`config.mk`:
```
export PLATFORM = sky130hd
export DESIGN_NAME = avg_pool_1d_bwd
export DESIGN_NICKNAME = d
export VERILOG_FILES = /design/src/rtl/avg_pool_pkg.sv /design/src/rtl/fxp_recip_scale.sv /design/src/rtl/avg_pool_1d_bwd.sv
export SDC_FILE = /design/constraint.sdc
export NUM_CORES = 1
export LEC_CHECK = 0
export CAP_MARGIN = 30
export CORE_MARGIN = 2
export CORE_UTILIZATION = 46
export CTS_CLUSTER_DIAMETER = 100
export DETAILED_ROUTE_END_ITERATION = 6
export PLACE_DENSITY = 0.88
export SYNTH_ARGS = -nofsm -noshare
export SYNTH_HDL_FRONTEND = slang
export SYNTH_SLANG_ARGS = --single-unit
```
`constraint.sdc`:
```
create_clock -name clk -period 3.46 [get_ports clk]
set_input_delay 0.692 -clock clk [delete_from_list [all_inputs] [get_ports clk]]
set_output_delay 0.692 -clock clk [all_outputs]
set_load 0.05 [all_outputs]
```
`src/rtl/avg_pool_pkg.sv`:
```
`default_nettype none
// ============================================================================
//  Module      : avg_pool_pkg
//  Description : Shared definitions for the average-pooling operators:
//                fixed-point fraction width, reciprocal helper and the
//                backward-pass state encoding.
//  Revision    : 1.0 - initial release
// ============================================================================
package avg_pool_pkg;

  // Fraction bits of the Q(DATA_W-16).16 gradient format.
  localparam int FRAC_W = 16;

  typedef enum logic [1:0] {
    IDLE = 2'd0,
    EMIT = 2'd1,
    TAIL = 2'd2
  } state_e;

  // round(2^FRAC_W / k), computed with integer add-half-then-divide.
  function automatic int unsigned recip(input int unsigned k);
    return ((32'd1 << FRAC_W) + (k >> 1)) / k;
  endfunction

endpackage
`default_nettype wire

```
`src/rtl/fxp_recip_scale.sv`:
```
`default_nettype none
// ============================================================================
//  Module      : fxp_recip_scale
//  Description : Combinational fixed-point divide-by-constant: multiplies a
//                signed sample by a Q0.16 reciprocal and shifts back down.
//                AVGPOOL_BWD_RND_EN defined   -> round half up (+2^15).
//                AVGPOOL_BWD_RND_EN undefined -> truncate toward -inf.
//  Revision    : 1.0 - initial release
// ============================================================================
module fxp_recip_scale
  import avg_pool_pkg::*;
#(
  parameter int DATA_W = 32,
  parameter int RECIP  = 16384
) (
  input  logic signed [DATA_W-1:0] data_i,
  output logic signed [DATA_W-1:0] data_o
);

  // Two guard bits above the exact product width absorb the rounding add.
  localparam int PW = DATA_W + FRAC_W + 2;
  localparam logic signed [PW-1:0] RECIP_EXT = PW'(RECIP);
`ifdef AVGPOOL_BWD_RND_EN
  localparam logic signed [PW-1:0] RND_TERM = PW'(2 ** (FRAC_W - 1));
`else
  localparam logic signed [PW-1:0] RND_TERM = '0;
`endif

  logic signed [PW-1:0] w_data_ext;
  logic signed [PW-1:0] w_prod;

  assign w_data_ext = {{(PW-DATA_W){data_i[DATA_W-1]}}, data_i};
  assign w_prod     = w_data_ext * RECIP_EXT;
  // |result| never exceeds |data_i|, so the narrowing cast cannot overflow.
  assign data_o     = DATA_W'((w_prod + RND_TERM) >>> FRAC_W);

endmodule
`default_nettype wire

```
`src/rtl/avg_pool_1d_bwd.sv`:
```
`default_nettype none
// ============================================================================
//  Module      : avg_pool_1d_bwd
//  Description : Streaming backward pass of non-overlapping 1D average
//                pooling. Each upstream gradient is scaled by 1/KERNEL and
//                replicated KERNEL times, followed by zero gradients for the
//                uncovered tail of the row. Valid/ready on both sides.
//                Optional macro: AVGPOOL_BWD_RND_EN (round-half-up scaling).
//  Revision    : 1.0 - initial release
// ============================================================================
module avg_pool_1d_bwd
  import avg_pool_pkg::*;
#(
  parameter int DATA_W = 32,
  parameter int KERNEL = 4,
  parameter int L_IN   = 16
) (
  input  logic              clk,
  input  logic              rst_n,
  input  logic              valid_in,
  output logic              ready_in,
  input  logic [DATA_W-1:0] input_data,
  output logic              valid_out,
  input  logic              ready_out,
  output logic [DATA_W-1:0] output_data,
  output logic              last_out,
  output logic              busy
);

  localparam int L_OUT  = L_IN / KERNEL;
  localparam int TAIL_N = L_IN - L_OUT * KERNEL;
  localparam int RECIP  = int'(recip(KERNEL));
  localparam int CW     = $clog2(KERNEL + 1);
  localparam int IW     = $clog2(L_OUT + 1);

  localparam logic [CW-1:0] REP_LAST  = CW'(KERNEL - 1);
  localparam logic [CW-1:0] TAIL_LAST = CW'((TAIL_N > 0) ? (TAIL_N - 1) : 0);
  localparam logic [IW-1:0] IDX_LAST  = IW'(L_OUT - 1);

  state_e            state_q, state_d;
  logic [DATA_W-1:0] data_q,  data_d;
  logic [CW-1:0]     rep_q,   rep_d;
  logic [CW-1:0]     tail_q,  tail_d;
  logic [IW-1:0]     idx_q,   idx_d;
  logic [DATA_W-1:0] w_scaled;

  fxp_recip_scale #(
    .DATA_W (DATA_W),
    .RECIP  (RECIP)
  ) u_scale (
    .data_i (input_data),
    .data_o (w_scaled)
  );

  assign busy = (state_q != IDLE);

  // Next-state, handshake and output decode for the replicate/tail sequencer.
  always_comb begin
    state_d     = state_q;
    data_d      = data_q;
    rep_d       = rep_q;
    tail_d      = tail_q;
    idx_d       = idx_q;
    ready_in    = 1'b0;
    valid_out   = 1'b0;
    output_data = '0;
    last_out    = 1'b0;

    case (state_q)
      IDLE: begin
        ready_in = 1'b1;
        if (valid_in) begin
          data_d  = w_scaled;
          rep_d   = '0;
          state_d = EMIT;
        end
      end

      EMIT: begin
        valid_out   = 1'b1;
        output_data = data_q;
        last_out    = (TAIL_N == 0) && (idx_q == IDX_LAST) && (rep_q == REP_LAST);
        // Open the input only on the final replica of a non-final element so
        // the next gradient can be loaded without a bubble.
        ready_in    = ready_out && (rep_q == REP_LAST) && (idx_q != IDX_LAST);
        if (ready_out) begin
          if (rep_q != REP_LAST) begin
            rep_d = rep_q + 1'b1;
          end else if (idx_q != IDX_LAST) begin
            idx_d = idx_q + 1'b1;
            rep_d = '0;
            if (valid_in) begin
              data_d = w_scaled;
            end else begin
              state_d = IDLE;
            end
          end else if (TAIL_N > 0) begin
            state_d = TAIL;
            tail_d  = '0;
          end else begin
            state_d = IDLE;
            idx_d   = '0;
          end
        end
      end

      TAIL: begin
        valid_out = 1'b1;
        last_out  = (tail_q == TAIL_LAST);
        if (ready_out) begin
          if (tail_q == TAIL_LAST) begin
            state_d = IDLE;
            idx_d   = '0;
          end else begin
            tail_d = tail_q + 1'b1;
          end
        end
      end

      default: begin
        state_d = IDLE;
      end
    endcase
  end

  // State and counter registers; reset discards any partial row.
  always_ff @(posedge clk or negedge rst_n) begin
    if (!rst_n) begin
      state_q <= IDLE;
      data_q  <= '0;
      rep_q   <= '0;
      tail_q  <= '0;
      idx_q   <= '0;
    end else begin
      state_q <= state_d;
      data_q  <= data_d;
      rep_q   <= rep_d;
      tail_q  <= tail_d;
      idx_q   <= idx_d;
    end
  end

endmodule
`default_nettype wire

```
==> metrics <==
Max Cap Violations=0; P&R area growth vs syn=46.4%; post-synth cell types=25; First-pass DRT Iterations=4; Hold Vio Cnt, Final=0; syn_area_per_cell=12.4 sq um; fraction of layout cells with a size suffix above 1=19.1%; syn_nets=178; area leader, netlist=dfrtp_1; Die X=65.4 um; Total Die Area=0.00428 sq mm; final setup fails=0; row count=22; r2r worst-path depth=5; Antenna diodes=0; Total Routed Length=3560 um; Crit. End Element=output port; number of port buffers=69; Worst Setup SP=ready_out; worst-margin pin slew=0.773 ns; crit start category=input port; status=finished clean; # clock sinks=37; Post-synth EDFFs=0; Final Util=69.9%; Post-Syn Area=0.00174 sq mm; H-tree levels=2; worst-skew pair later-pin latency=0.28 ns; # Post-CTS Setup Buffers=0; met2 usage in global routing=32.4%; Clk pin slew, worst setup/hold paths=0.07 ns; I/O pins=72; maximum number of pins on one net before global-route repair=38; root buffer cell=clkbuf_8; GR Util met1=20.8%; post-DR wirelength/cell=13.8 um; clk buf depth=2; Mapped Cells=140; CP Data Arrival Time=2.40 ns; HPWL after DPL=2670 um; core area=0.00363 sq mm; hold_buf cts=0; DR DRC count=0; sequential-to-total area share from yosys stat=53.4%; Cells after DPL=249; first-pass GRT wire length=5870 um; Finished Layout Cells=257; Max Slew Vio Count=0; period utilization=89.4%; pre-CTS setup slack=0.379 ns; PostCTS Resize Cnt=0; WS Path Type=in2out; GR Overflow Total=0; setup_tns=0 ns; Synth top area share=53.4%; met3 Track Usage GR=6.68%; Async SR Flop Fraction=100%; gr usage total=18.3%; largest cells by area after synthesis=dfrtp_1 53%, mux2_2 18%, and2_1 11%; Setup Skew=0.00424 ns; Rel. slew slack=48.5%; Synth top cells by count=37 x dfrtp_1, 30 x and2_1, 28 x mux2_2, 8 x nand2_1, 4 x clkbuf_1; DR vias/cell=4.92; initial antenna violation count=0; Reg-to-Reg Start=state_q[0]; Required @ worst endpoint=2.77 ns; CTS tree=done; busiest grt layer=met2; nets@finish=246; vias in the first global route=1288; Post-DRT Antenna Nets=0; most frequent cell after synthesis=dfrtp_1; starting density of the core=47.8%; fmax=0.323 GHz; vias=1265; DR iter-0 viols=22; Num CTS Buffers=5; RR Endpoint=data_q[18]; Tightest Hold Check Type=in2async; worst setup margin=0.368 ns; DIE HEIGHT=65.4 um; Reg2Reg Setup Slack=1.28 ns; RSZ-0062 raised after global routing=no; Synth Flop Type=dfrtp_1; Crit Path Max Fanout=7; synthesis-stage register bit count=37; routability cong.=0.813; Final min period=3.09 ns; Yosys warnings=0
==> per-layer routing <==
layer / routed length (um) / vias to the layer above
met1: 1460 / 596
li1: - / 609
met4: 27 / 0
met3: 281 / 4
met5: 0 / -
met2: 1790 / 56
==> cell families after synthesis <==
| group | share of synthesized area, % |
|---|---|
| AOI/OAI and AO/OA | 4.54 |
| DFF | 53.4 |
| muxes | 19.5 |
| adders and majority gates | 1.44 |
| and+or+nand+nor | 16.7 |
| buffers and inverters | 4.54 |
==> how the worst max path moves through the flow <==
| stage | endpoint | cells after the start |
|---|---|---|
| 6_report | ready_in | 4 |
| 2_1_floorplan | output_data[30] | 4 |
| 5_1_grt | ready_in | 4 |
| 4_1_cts | ready_in | 4 |
| 3_3_place_gp | ready_in | 4 |
| 3_5_place_dp | ready_in | 4 |
==> registers in the layout (all words and copies together), names as in the netlist <==
register  count
rep_q         3
data_q       30
idx_q         3
state_q       1
==> layout make-up <==
cell class / instances / area, sq um
Timing Repair Buffer: 71 / 701
Fill cell: 261 / 1090
Sequential cell: 37 / 926
Clock buffer: 7 / 86.3
Multi-Input combinational cell: 91 / 731
Inverter: 2 / 7.51
Tap cell: 48 / 60.1
Clock inverter: 1 / 30.0
==> metrics by stage <==
step / cell area [sq um] / hold slack, ns
6_report: 2540 / 0.483
3_3_place_gp: 2420 / 0.460
5_1_grt: 2540 / 0.521
4_1_cts: 2540 / 0.491
2_1_floorplan: 1740 / 0.396
3_5_place_dp: 2420 / 0.475
==> worst max-delay path, cell delays in order <==
cell and delay, ns:
clkdlybuf4s50_1 0.62, nand2_1 0.12, a21oi_1 0.16, clkdlybuf4s50_1 0.82
==> placed cells by master, fill, tap and decap left out, drive strengths merged, types with 2 or more instances in the layout <==
| cell type | n |
|---|---|
| clkdlybuf4s50 | 68 |
| mux2 | 30 |
| inv | 2 |
| nand3 | 3 |
| and2 | 30 |
| nor2b | 2 |
| buf | 3 |
| o21ai | 2 |
| dfrtp | 37 |
| nand2b | 2 |
| a31oi | 3 |
| nand2 | 8 |
| clkbuf | 7 |
| ha | 2 |
Power is not shown: default switching activity piles up to over one toggle a cycle in this logic, so the estimate is an artifact.
